$ cat src/rtl/conv_stream_tx_pkg.sv
// Shared constants for the convolution output path: word packing, convolver latency,
// output buffering and frame size, plus width helpers used by conv_stream_tx.
package conv_stream_tx_pkg;

    localparam int DFLT_NB_PIXEL         = 8;
    localparam int DFLT_PIXELS_PER_WORD  = 4;
    localparam int DFLT_NB_DATA          = DFLT_NB_PIXEL * DFLT_PIXELS_PER_WORD;
    localparam int DFLT_CONV_LATENCY     = 4;
    localparam int DFLT_FIFO_DEPTH       = 16;
    localparam int DFLT_WORDS_PER_FRAME  = 9800;

    // Occupancy needs one extra bit so a completely full buffer is representable.
    function automatic int fill_width(input int depth);
        return $clog2(depth) + 1;
    endfunction

    function automatic int cnt_width(input int words);
        return (words > 1) ? $clog2(words) : 1;
    endfunction

endpackage

$ cat src/rtl/conv_stream_tx_sync_fifo.sv
// First-word-fall-through FIFO: the head entry is always visible on dout while not empty.
// Pointers carry one extra MSB so full and empty are distinguished without a separate counter.
module conv_stream_tx_sync_fifo
    import conv_stream_tx_pkg::*;
#(
    parameter int NB_DATA = DFLT_NB_DATA,
    parameter int DEPTH   = DFLT_FIFO_DEPTH
) (
    input  logic                     clk,
    input  logic                     reset,
    input  logic                     write,
    input  logic [NB_DATA-1:0]       din,
    input  logic                     read,
    output logic [NB_DATA-1:0]       dout,
    output logic                     full,
    output logic                     empty,
    output logic [$clog2(DEPTH):0]   count
);

    localparam int AW = $clog2(DEPTH);

    logic [NB_DATA-1:0] mem [DEPTH];
    logic [AW:0]        wr_ptr;
    logic [AW:0]        rd_ptr;
    logic               wr_en;
    logic               rd_en;

    assign empty = (wr_ptr == rd_ptr);
    assign full  = (wr_ptr[AW] != rd_ptr[AW]) && (wr_ptr[AW-1:0] == rd_ptr[AW-1:0]);
    assign count = wr_ptr - rd_ptr;

    // A write into a full buffer is accepted only when the head leaves in the same cycle.
    assign rd_en = read & ~empty;
    assign wr_en = write & (~full | rd_en);

    assign dout = empty ? '0 : mem[rd_ptr[AW-1:0]];

    always_ff @(posedge clk or posedge reset) begin
        if (reset) begin
            wr_ptr <= '0;
            rd_ptr <= '0;
        end else begin
            if (wr_en) wr_ptr <= wr_ptr + (AW+1)'(1);
            if (rd_en) rd_ptr <= rd_ptr + (AW+1)'(1);
        end
    end

    always_ff @(posedge clk) begin
        if (wr_en) mem[wr_ptr[AW-1:0]] <= din;
    end

endmodule

$ cat src/rtl/conv_stream_tx.sv
// AXI-Stream transmitter for packed convolution results: realigns the input valid to the
// convolver latency, buffers words against backpressure, marks frame ends and flags drops.
module conv_stream_tx
    import conv_stream_tx_pkg::*;
#(
    parameter int NB_DATA         = DFLT_NB_DATA,
    parameter int CONV_LATENCY    = DFLT_CONV_LATENCY,
    parameter int FIFO_DEPTH      = DFLT_FIFO_DEPTH,
    parameter int WORDS_PER_FRAME = DFLT_WORDS_PER_FRAME
) (
    input  logic                          i_clk,
    input  logic                          i_reset,
    input  logic                          i_valid,
    input  logic [NB_DATA-1:0]            i_data,
    output logic [NB_DATA-1:0]            m_axis_tdata,
    output logic                          m_axis_tvalid,
    input  logic                          m_axis_tready,
    output logic                          m_axis_tlast,
    output logic                          o_overflow,
    output logic                          o_frame_done,
    output logic [$clog2(FIFO_DEPTH):0]   o_fill
);

    localparam int              NB_CNT   = cnt_width(WORDS_PER_FRAME);
    localparam logic [NB_CNT-1:0] LAST_IDX = NB_CNT'(WORDS_PER_FRAME - 1);

    logic               d_valid;
    logic               fifo_full;
    logic               fifo_empty;
    logic               rd;
    logic               at_last;
    logic [NB_DATA-1:0] head;
    logic [NB_CNT-1:0]  frame_cnt;

    // Stage boundary: i_valid delayed to line up with the convolver result on i_data.
    generate
        if (CONV_LATENCY == 0) begin : g_no_delay
            assign d_valid = i_valid;
        end else begin : g_delay
            logic [CONV_LATENCY-1:0] vld_p;

            always_ff @(posedge i_clk or posedge i_reset) begin
                if (i_reset) vld_p <= '0;
                else         vld_p <= (vld_p << 1) | CONV_LATENCY'(i_valid);
            end

            assign d_valid = vld_p[CONV_LATENCY-1];
        end
    endgenerate

    // Stage boundary: aligned words enter the output buffer.
    conv_stream_tx_sync_fifo #(
        .NB_DATA (NB_DATA),
        .DEPTH   (FIFO_DEPTH)
    ) u_fifo (
        .clk   (i_clk),
        .reset (i_reset),
        .write (d_valid),
        .din   (i_data),
        .read  (rd),
        .dout  (head),
        .full  (fifo_full),
        .empty (fifo_empty),
        .count (o_fill)
    );

    assign m_axis_tvalid = ~fifo_empty;
    assign m_axis_tdata  = head;
    assign rd            = m_axis_tvalid & m_axis_tready;
    assign at_last       = (frame_cnt == LAST_IDX);
    assign m_axis_tlast  = m_axis_tvalid & at_last;

    // Only completed handshakes advance the frame position, so dropped words shift framing.
    always_ff @(posedge i_clk or posedge i_reset) begin
        if (i_reset) begin
            frame_cnt    <= '0;
            o_frame_done <= 1'b0;
            o_overflow   <= 1'b0;
        end else begin
            o_frame_done <= rd & at_last;
            if (rd) frame_cnt <= at_last ? '0 : frame_cnt + NB_CNT'(1);
            if (d_valid & fifo_full & ~rd) o_overflow <= 1'b1;
        end
    end

endmodule

$ cat config.mk
export PLATFORM = sky130hd
export DESIGN_NAME = conv_stream_tx
export DESIGN_NICKNAME = d
export VERILOG_FILES = /design/src/rtl/conv_stream_tx_pkg.sv /design/src/rtl/conv_stream_tx_sync_fifo.sv /design/src/rtl/conv_stream_tx.sv
export SDC_FILE = /design/constraint.sdc
export NUM_CORES = 1
export LEC_CHECK = 0
export CAP_MARGIN = 40
export CORE_ASPECT_RATIO = 1.2
export CORE_UTILIZATION = 61
export DETAILED_ROUTE_END_ITERATION = 10
export HOLD_SLACK_MARGIN = 0.15
export PLACE_DENSITY = 0.92
export SYNTH_ARGS = -nofsm -noshare
export SYNTH_HDL_FRONTEND = slang
export SYNTH_SLANG_ARGS = --single-unit
$ cat constraint.sdc
create_clock -name i_clk -period 4.02 [get_ports i_clk]
set_clock_uncertainty 0.15 [all_clocks]
set_input_delay 0.603 -clock i_clk [delete_from_list [all_inputs] [get_ports i_clk]]
set_output_delay 0.603 -clock i_clk [all_outputs]
set_load 0.005 [all_outputs]
# After elaboration in Yosys (flattened, before gate mapping)

Memories as Yosys holds them, arrays and structs flattened.
Cells that the tools add are included.

Output and inout port bits: 41
Input bits: 36
Word-level logic and storage cells: 32
Memories: 1
Bits in writable memories: 512
Bits in registers: 30

Memories:

| name       | words | width | read ports | clocked after Yosys merged registers in | wr ports | line                           | RTL |
|---|---|---|---|---|---|---|---|
| u_fifo.mem | 16    | 32    | 1          | 0                                       | 1        | conv_stream_tx_sync_fifo.sv:22 | `logic [NB_DATA-1:0] mem [DEPTH];` |

Multiplexer cells: 4
Reduce and logical (&&, ||, !) cells: 1
Bitwise logic cells: 12
Equal/unequal tests: 4
Add/subtract/negate cells: 4

Operator list:

| cell                                           | count |
|---|---|
| two-way mux 32 bit                             | 1 |
| adder 14 x 1 -> 14 bit (second input constant) | 1 |
| equality test 14 bit (second input constant)   | 1 |
| two-way mux 14 bit                             | 1 |
| adder 5 x 1 -> 5 bit (second input constant)   | 2 |
| AND 1 bit                                      | 7 |
| equality test 5 bit                            | 1 |
| subtractor 5 bit                               | 1 |
| equality test 4 bit                            | 1 |
| OR 4 x 1 -> 4 bit                              | 1 |
| inverter 1 bit                                 | 3 |
| two-way mux 1 bit                              | 2 |
| logical AND 1 bit                              | 1 |
| != test 1 bit                                  | 1 |
| OR 1 bit                                       | 1 |

# Logic depth before layout (Yosys ltp)

Gate-level depths: netlist (run 1).

Word-level depth: 8
Mapped depth: 9
Gate-level depth less buffers: 7

# Hierarchy

A second synthesis (run 1) with hierarchy kept.

Cells, all modules: 1017
Area total of the unflattened synthesis: 21431.8 um2

Modules (own cells, without submodules):

| module                   | times used | seq. area each (um2) | cells each | area each (um2) |
|---|---|---|---|---|
| conv_stream_tx_sync_fifo | 1          | 15625.0              | 934        | 20529.7 |
| conv_stream_tx           | 1          | 500.5                | 83         | 902.1 |

# Worst setup path before layout (run 1)

No wires, ideal clock.

Kind: register to register
From: register u_fifo.rd_ptr[1]
To: memory u_fifo.mem[15][0] (netlist name), enable pin
Buffers on the path: 2
Data arrival time: 2.880 ns
Slack: 0.567 ns
Clock period less this slack: 3.453 ns
Library setup time: 0.424 ns
Required time: 3.446 ns
Stages on the path, launching flop included: 8
Cells stage by stage: dfrtp_1 > clkbuf_1 > inv_2 > buf_2 > ha_1 > nand4_1 > o31ai_1 > nor2_1

Longest elaborated chain between the ends: 8
Elaborated cells between the ends (all ways): 11
Classes of those cells: eq/ne (2); mux (2); bitwise (6); reduce/logical (1)

Ends and longest elaborated chain:

| element                                     | line                                                 | RTL |
|---|---|---|
| start, declared                             | conv_stream_tx_sync_fifo.sv:24                       | `logic [AW:0] rd_ptr;` |
| start signal, assigned                      | conv_stream_tx_sync_fifo.sv:44                       | `if (rd_en) rd_ptr <= rd_ptr + (AW+1)'(1);` |
| equality test 5 bit                         | conv_stream_tx_sync_fifo.sv:28                       | `assign empty = (wr_ptr == rd_ptr);` |
| inverter 1 bit                              | conv_stream_tx_sync_fifo.sv:33, conv_stream_tx.sv:67 |  |
| AND 1 bit                                   | conv_stream_tx.sv:69                                 | `assign rd = m_axis_tvalid & m_axis_tready;` |
| AND 1 bit                                   | conv_stream_tx_sync_fifo.sv:33                       | `assign rd_en = read & ~empty;` |
| OR 1 bit (*)                                | conv_stream_tx_sync_fifo.sv:34                       | `assign wr_en = write & (~full \| rd_en);` |
| AND 1 bit (*)                               | conv_stream_tx_sync_fifo.sv:34                       |  |
| two-way mux 1 bit (*)                       | conv_stream_tx_sync_fifo.sv:49                       | `if (wr_en) mem[wr_ptr[AW-1:0]] <= din;` |
| two-way mux 1 bit (not written as such) (*) | conv_stream_tx_sync_fifo.sv:49                       |  |
| end, declared                               | conv_stream_tx_sync_fifo.sv:22                       |  |

Mark *: on every way between the ends. The rest lies on a longest branch, timed or not.

# Worst setup path in the final report (run 1)

From: register u_fifo.wr_ptr[0]
To: output m_axis_tdata[20]

Longest elaborated chain between the ends: 2

Ends and longest elaborated chain:

| element                | line                           | RTL |
|---|---|---|
| start, declared        | conv_stream_tx_sync_fifo.sv:23 | `logic [AW:0] wr_ptr;` |
| start signal, assigned | conv_stream_tx_sync_fifo.sv:43 | `if (wr_en) wr_ptr <= wr_ptr + (AW+1)'(1);` |
| equality test 5 bit    | conv_stream_tx_sync_fifo.sv:28 |  |
| two-way mux 32 bit     | conv_stream_tx_sync_fifo.sv:36 | `assign dout = empty ? '0 : mem[rd_ptr[AW-1:0]];` |
| end, declared          | conv_stream_tx.sv:15           | `output logic [NB_DATA-1:0] m_axis_tdata,` |

No other way between the ends.

==> results of run 1 <==
## power groups by stage
stage | sequential [uW] | clock (uW) | combinational (uW)
floorplan | 7070 | 0 | 3410
global placement | 7100 | 0 | 5470
detailed placement | 7160 | 0 | 5720
CTS | 7080 | 4890 | 5940
global route | 7120 | 5070 | 6280
finish | 7100 | 4860 | 5970
## Yosys cell counts (2+ instances only)
library cell  count
clkbuf_1         13
buf_2            17
xnor2_1          15
o21ai_0           4
mux2i_1          34
o221ai_1         31
a21o_1            3
ha_1             10
xor2_1            2
edfxtp_1        512
o22ai_1           2
nand2_1          46
nand3_1          10
nor3b_1           3
and3_1            3
buf_4             7
a21oi_1           7
and4_1            3
buf_1             9
nand4_1          10
mux4_2          128
dfrtp_1          30
inv_1            43
nor3_1            3
and2_1           17
nor2_1            3
## flip-flops by register name, indices dropped and copies added, names as in the netlist
name and flops:
frame_cnt 14, u_fifo.mem 512, o_overflow 1, g_delay.vld_p 4, u_fifo.rd_ptr 5, u_fifo.wr_ptr 5
o_frame_done 1
## metal layers
| metal | share of wire (%) | routed length (um) | vias up | global-route usage (%) |
|---|---|---|---|---|
| met2 | 52 | 26310 | 752 | 49.51 |
| met4 | 4.7 | 2356 | 0 | 16.55 |
| met5 | 0 | 0 | - | 0 |
| met1 | 35 | 17380 | 5627 | 38.31 |
| li1 | - | - | 4287 | - |
| met3 | 8.3 | 4174 | 158 | 4.482 |
## cell usage in the layout (no fill, tap or decap), types with 10 or more instances in the layout
master	n
edfxtp_1	512
mux4_2	128
clkdlybuf4s50_1	76
clkbuf_16	51
nand2_1	46
inv_1	42
mux2i_1	34
o221ai_1	29
dfrtp_1	26
buf_12	17
xnor2_1	15
and2_2	15
clkbuf_1	11
nand4_1	10
nand3_1	10
## layout make-up
| cell class | count | area (um^2) |
|---|---|---|
| Fill cell | 1802 | 9550 |
| Inverter | 44 | 168.9 |
| Timing Repair Buffer | 111 | 1348 |
| Clock buffer | 62 | 1318 |
| Multi-Input combinational cell | 350 | 4553 |
| Clock inverter | 30 | 336.6 |
| Tap cell | 456 | 570.5 |
| Sequential cell | 542 | 16140 |
## path summary, 6_finish.rpt
kind | startpoint | to | slack, ns
hold reg to reg | g_delay.vld_p[2] | g_delay.vld_p[3] | 0.20
setup reg to reg | u_fifo.wr_ptr[0] | u_fifo.mem[11][15] | 0.66
min in group asynchronous | i_reset | g_delay.vld_p[1] | 0.72
max in group asynchronous | i_reset | o_frame_done | 2.55
hold / removal | g_delay.vld_p[2] | g_delay.vld_p[3] | 0.20
setup / recovery | u_fifo.wr_ptr[0] | m_axis_tdata[20] | -0.04
## critical path: stages (launching register included)
cell             delay (ns)
dfrtp_1                0.43
inv_1                  0.23
ha_1                   0.33
and4_2                 0.30
nand2_1                0.15
nand3_1                0.17
buf_12                 0.21
o221ai_1               0.32
clkdlybuf4s50_1        0.57
## metrics by stage
stage                     util [%]  instance area, um^2
after floorplan                  -                21010
after global placement       66.33                22540
after detailed placement     66.81                22700
after CTS                    71.78                24390
after global routing         71.89                24430
final                        71.89                24430
## cells by family after synthesis
family / count (synthesis) / share of synthesized area (%)
xor gates and xnor gates: 18 / 0.7862
and+or+nand+nor: 103 / 2.513
buffers and inverters: 90 / 1.834
adders and majority gates: 11 / 0.6909
DFF: 542 / 76.76
AOI/OAI and AO/OA: 56 / 2.079
muxes: 162 / 15.34
## what timing repair did
item,CTS,global route
setup endpoints to repair,26,32
hold endpoints to repair,4,0
hold buffers,1,0
resized for setup,6,9
==> results.py, run 1 <==
metrics = {
    "timing": {
        "setup_tns_ns": -0.09265,
        "max_slew.worst_pin.slew_ns": 0.7732,
        "slew_violations": 0,
        "finalCritPeriodShare_pct": 101.1,
        "setup_violations": 5,
        "slew_headroom_pct": 48.45,
        "fmax_ghz": 0.2461,
        "holdWs_ns": 0.2049,
        "fin_crit_ns": 4.064,
        "hold_viol_final": 0,
        "post-route-worst-setup-slack_ns": -0.04363,
    },
    "synth": {
        "syn-num-nets": 1029,
        "syn-cell-area_um2": 21010,
        "netlist.top_cell.by_area": "edfxtp_1",
        "synth-edff-count": 512,
        "synthCells": 982,
        "synth-seq-cells": 542,
        "yosysWarnings": 0,
        "synth_top_area_share_pct": 73.18,
        "synth_ff_type": "edfxtp_1",
        "synth_area_leaders": "edfxtp_1 73%, mux4_2 14%, dfrtp_1 3.6%, mux2i_1 1.6%, o221ai_1 1.3%",
        "synth.distinct_cells": 43,
        "synth-seq-area-share_pct": 76.76,
        "avgSynthCellArea_um2": 21.39,
        "async_reset_ff_share_pct": 5.535,
    },
    "detailed_routing": {
        "wl_per_cell_um": 31.49,
        "post-route-drc-count": 0,
        "vias": 10820,
        "ant_nets": 0,
        "initialDrtViolationCount": 1457,
        "totalWireLength_um": 50220,
        "dr.pass1.iters": 6,
        "viasPerCell": 6.786,
    },
    "critical_path": {
        "cp.arrival_ns": 3.31,
        "start_kind": "register",
        "required_ns": 3.27,
        "path_max_fanout": 25,
        "worst-r2r-cell-count": 8,
        "critPathCaptureType": "output port",
        "critical_path_class": "register to output port",
    },
    "placed_design": {
        "pre_cts_ws_ns": 0.5195,
        "finalWeightedCongestion": 0.7502,
        "port_buffers": 76,
        "numPlacedInstances": 1501,
        "dp_hpwl_um": 26180,
    },
    "clock_tree": {
        "cts.sink_count": 542,
        "cts_tree": "yes",
        "numCtsBuffers": 50,
        "clk_latency_ns": 0.57,
        "clkSlewWorstSetupHoldPaths_ns": 0.06,
        "cts_max_path_buffers": 3,
        "post_cts_buffers": 0,
        "cts_htree_levels": 2,
        "root_buffer": "clkbuf_16",
    },
    "power": {
        "leakagePower_uw": 0.008052,
        "seq_power_share_pct": 39.6,
        "ir_drop_v": 0.0005821,
        "swShare_pct": 30.18,
        "switchingPower_uw": 5411,
        "pwr-share-comb_pct": 33.3,
        "clkPwrFrac_pct": 27.1,
        "p_per_area_nw_per_um2": 733.9,
        "power.total_uw": 17930,
        "cell_internal_pwr_uw": 12520,
    },
    "floorplanning": {
        "die_h_um": 205.3,
        "die_w_um": 171.4,
        "ios": 77,
        "die_area_um2": 35190,
        "num_rows": 74,
        "core_um2": 33980,
        "start_util_pct": 61.83,
    },
    "layout": {
        "layout-drive-gt1-share_pct": 23.18,
        "diodes": 0,
        "synthToLayoutAreaGrowth_pct": 16.28,
        "nets": 1146,
        "fin_cells": 1595,
    },
    "global_route": {
        "gr-total-overflow": 0,
        "grt_pass1_vias": 11320,
        "antenna_found_initial": 0,
        "track_usage_pct": 29.87,
        "grt_start_max_net_pins": 73,
        "grt_pass1_wl_um": 73510,
    },
    "outcome": {
        "violations": "setup timing",
        "status": "complete, but fails checks",
    },
    "hold_path": {
        "hold_class": "register to register",
        "worstHoldPathCells": 0,
    },
    "run": {
        "maxCapViolCount": 0,
    },
}
Note: power is estimated with default switching activity, not from simulation.
==> inputs of run 2 (changes only) <==
Settings changed: CORE_UTILIZATION 61 to 28, PLACE_DENSITY 0.92 to 0.55.
Clock period 4.02 ns to 3.85 ns, I/O delays scaled along.
==> results.py, run 2 (synthesis gave the netlist of run 1 again) <==
metrics = {
    "floorplanning": {
        "ios": 77,
        "die_h_um": 302.1,
        "num_rows": 109,
        "die_w_um": 252.1,
        "start_util_pct": 28.42,
        "die_area_um2": 76130,
        "core_um2": 73920,
    },
    "layout": {
        "largest_reg_flops": 512,
        "layout_commonest_cell": "edfxtp_1",
        "fin_util_pct": 33.98,
        "synthToLayoutAreaGrowth_pct": 19.56,
        "fin_cells": 2143,
        "stdcell_area_um2": 25120,
        "nets": 1155,
        "layout-drive-gt1-share_pct": 23.45,
        "mostFrequentLayoutCells": "512 x edfxtp_1, 128 x mux4_2, 75 x clkdlybuf4s50_1",
    },
    "run": {
        "maxCapViolCount": 0,
    },
    "power": {
        "leakagePower_uw": 0.008075,
        "p_per_area_nw_per_um2": 734.7,
        "ir_drop_v": 0.0004440,
    },
    "placed_design": {
        "dpl-instance-area_um2": 23380,
        "numPlacedInstances": 2047,
        "pre_cts_ws_ns": 0.1528,
        "dp_hpwl_um": 27270,
        "port_buffers": 76,
        "finalWeightedCongestion": 0.6970,
    },
    "critical_path": {
        "crit_buf_inv": 3,
        "cp_slowest_cell": "mux4_2",
        "critPathCaptureType": "output port",
        "critPathTopFamily": "multiplexers",
        "cp.arrival_ns": 2.99,
        "path_depth": 6,
        "crit_chain": "buf_4 > buf_16 > mux4_2 > mux2i_1 > o221ai_2 > clkdlybuf4s50_1",
        "worst-r2r-cell-count": 6,
        "path_max_fanout": 29,
        "start_kind": "register",
        "slowest_delay_ns": 0.54,
        "critical_path_class": "register to output port",
        "required_ns": 3.12,
    },
    "clock_tree": {
        "cts_htree_levels": 2,
        "cts.sink_count": 542,
        "clkSlewWorstSetupHoldPaths_ns": 0.07,
        "clk_latency_ns": 0.58,
        "numCtsBuffers": 50,
        "cts_tree": "yes",
        "root_buffer": "clkbuf_16",
        "cts_hold_buf": 0,
        "cts_max_path_buffers": 3,
    },
    "timing": {
        "rsz0062_at_grt": "false",
        "finalCritPeriodShare_pct": 96.68,
        "slew_headroom_pct": 44.69,
        "setup_violations": 0,
        "slew_violations": 0,
        "post-route-worst-setup-slack_ns": 0.1279,
        "setup_tns_ns": 0,
        "hold_viol_final": 0,
        "fin_crit_ns": 3.722,
        "max_slew.worst_pin.slew_ns": 0.8226,
        "fmax_ghz": 0.2687,
    },
    "global_route": {
        "grt_pass1_vias": 10470,
        "grt_start_max_net_pins": 66,
        "gr-total-overflow": 0,
        "antenna_found_initial": 5,
        "grt_pass1_wl_um": 70390,
        "track_usage_pct": 12.66,
    },
    "detailed_routing": {
        "post-route-drc-count": 0,
        "ant_nets": 0,
        "vias": 9857,
        "totalWireLength_um": 47790,
        "dr.pass1.iters": 7,
        "wl_per_cell_um": 22.30,
        "viasPerCell": 4.600,
        "initialDrtViolationCount": 686,
    },
    "outcome": {
        "status": "completed",
    },
    "hold_path": {
        "hold_class": "input port to async pin",
    },
}
-- run 2: final timing paths --
check / start / end / slack [ns]
worst min register to register: g_delay.vld_p[2] / g_delay.vld_p[3] / 0.20
min in group i_clk: g_delay.vld_p[2] / g_delay.vld_p[3] / 0.20
worst max-delay path: u_fifo.rd_ptr[0] / m_axis_tdata[19] / 0.13
worst max register to register: u_fifo.rd_ptr[0] / u_fifo.mem[11][12] / 0.81
worst min-delay path: i_reset / u_fifo.wr_ptr[3] / 0.19
max in group asynchronous: i_reset / frame_cnt[5] / 2.85
-- run 2: worst register-to-register path, delay by kind of cell (launching register included) --
kind / cells / cell delay [ns]
AO/OA/AOI/OAI: 1 / 0.74
flip-flops: 1 / 0.52
adder cells (fa/ha/maj): 1 / 0.34
AND/OR/NAND/NOR: 3 / 0.79
buffers and inverters: 1 / 0.25
-- run 2: cell type report --
cell class	instances	area, um^2
Timing Repair Buffer	120	1424
Tap cell	999	1250
Fill cell	7045	48800
Multi-Input combinational cell	350	4619
Antenna cell	1	2.502
Clock inverter	22	172.7
Clock buffer	65	1350
Sequential cell	542	16130
Inverter	44	165.2
-- run 2: per-layer routing --
metal | up-vias | wire, um | global-route usage (%) | share of wire [%]
met2 | 198 | 24600 | 22.06 | 51
met1 | 5267 | 19960 | 16.00 | 42
met4 | 8 | 1184 | 3.983 | 2.5
met3 | 78 | 2000 | 2.220 | 4.2
li1 | 4306 | - | - | -
met5 | - | 46 | 0 | 0.096
-- run 2: timing repair --
action                     4_1_cts  5_1_grt
setup buffers                    5        1
setup endpoints to repair       32       30
pin swaps                        1        0
cloned                           2        0
gates resized for setup         18        4
-- run 2: report_power, final --
part           internal, uW  switching [uW]
logic                  3190            3260
clock network          2600            2090
registers              7110             207
total                 12900            5550
-- run 2: metrics by stage --
stage                     power (uW)  hold WS [ns]
final                          18450        0.1897
after global routing           19340        0.2138
after CTS                      18780        0.1862
after detailed placement       13770        0.1864
after global placement         13690        0.1844
after floorplan                10940        0.1812
==> inputs of run 3 (changes only) <==
Settings changed: GPL_ROUTABILITY_DRIVEN from default to 0.
==> results of run 3 <==
Final layout, timing and power as in run 2 (identical DEF).
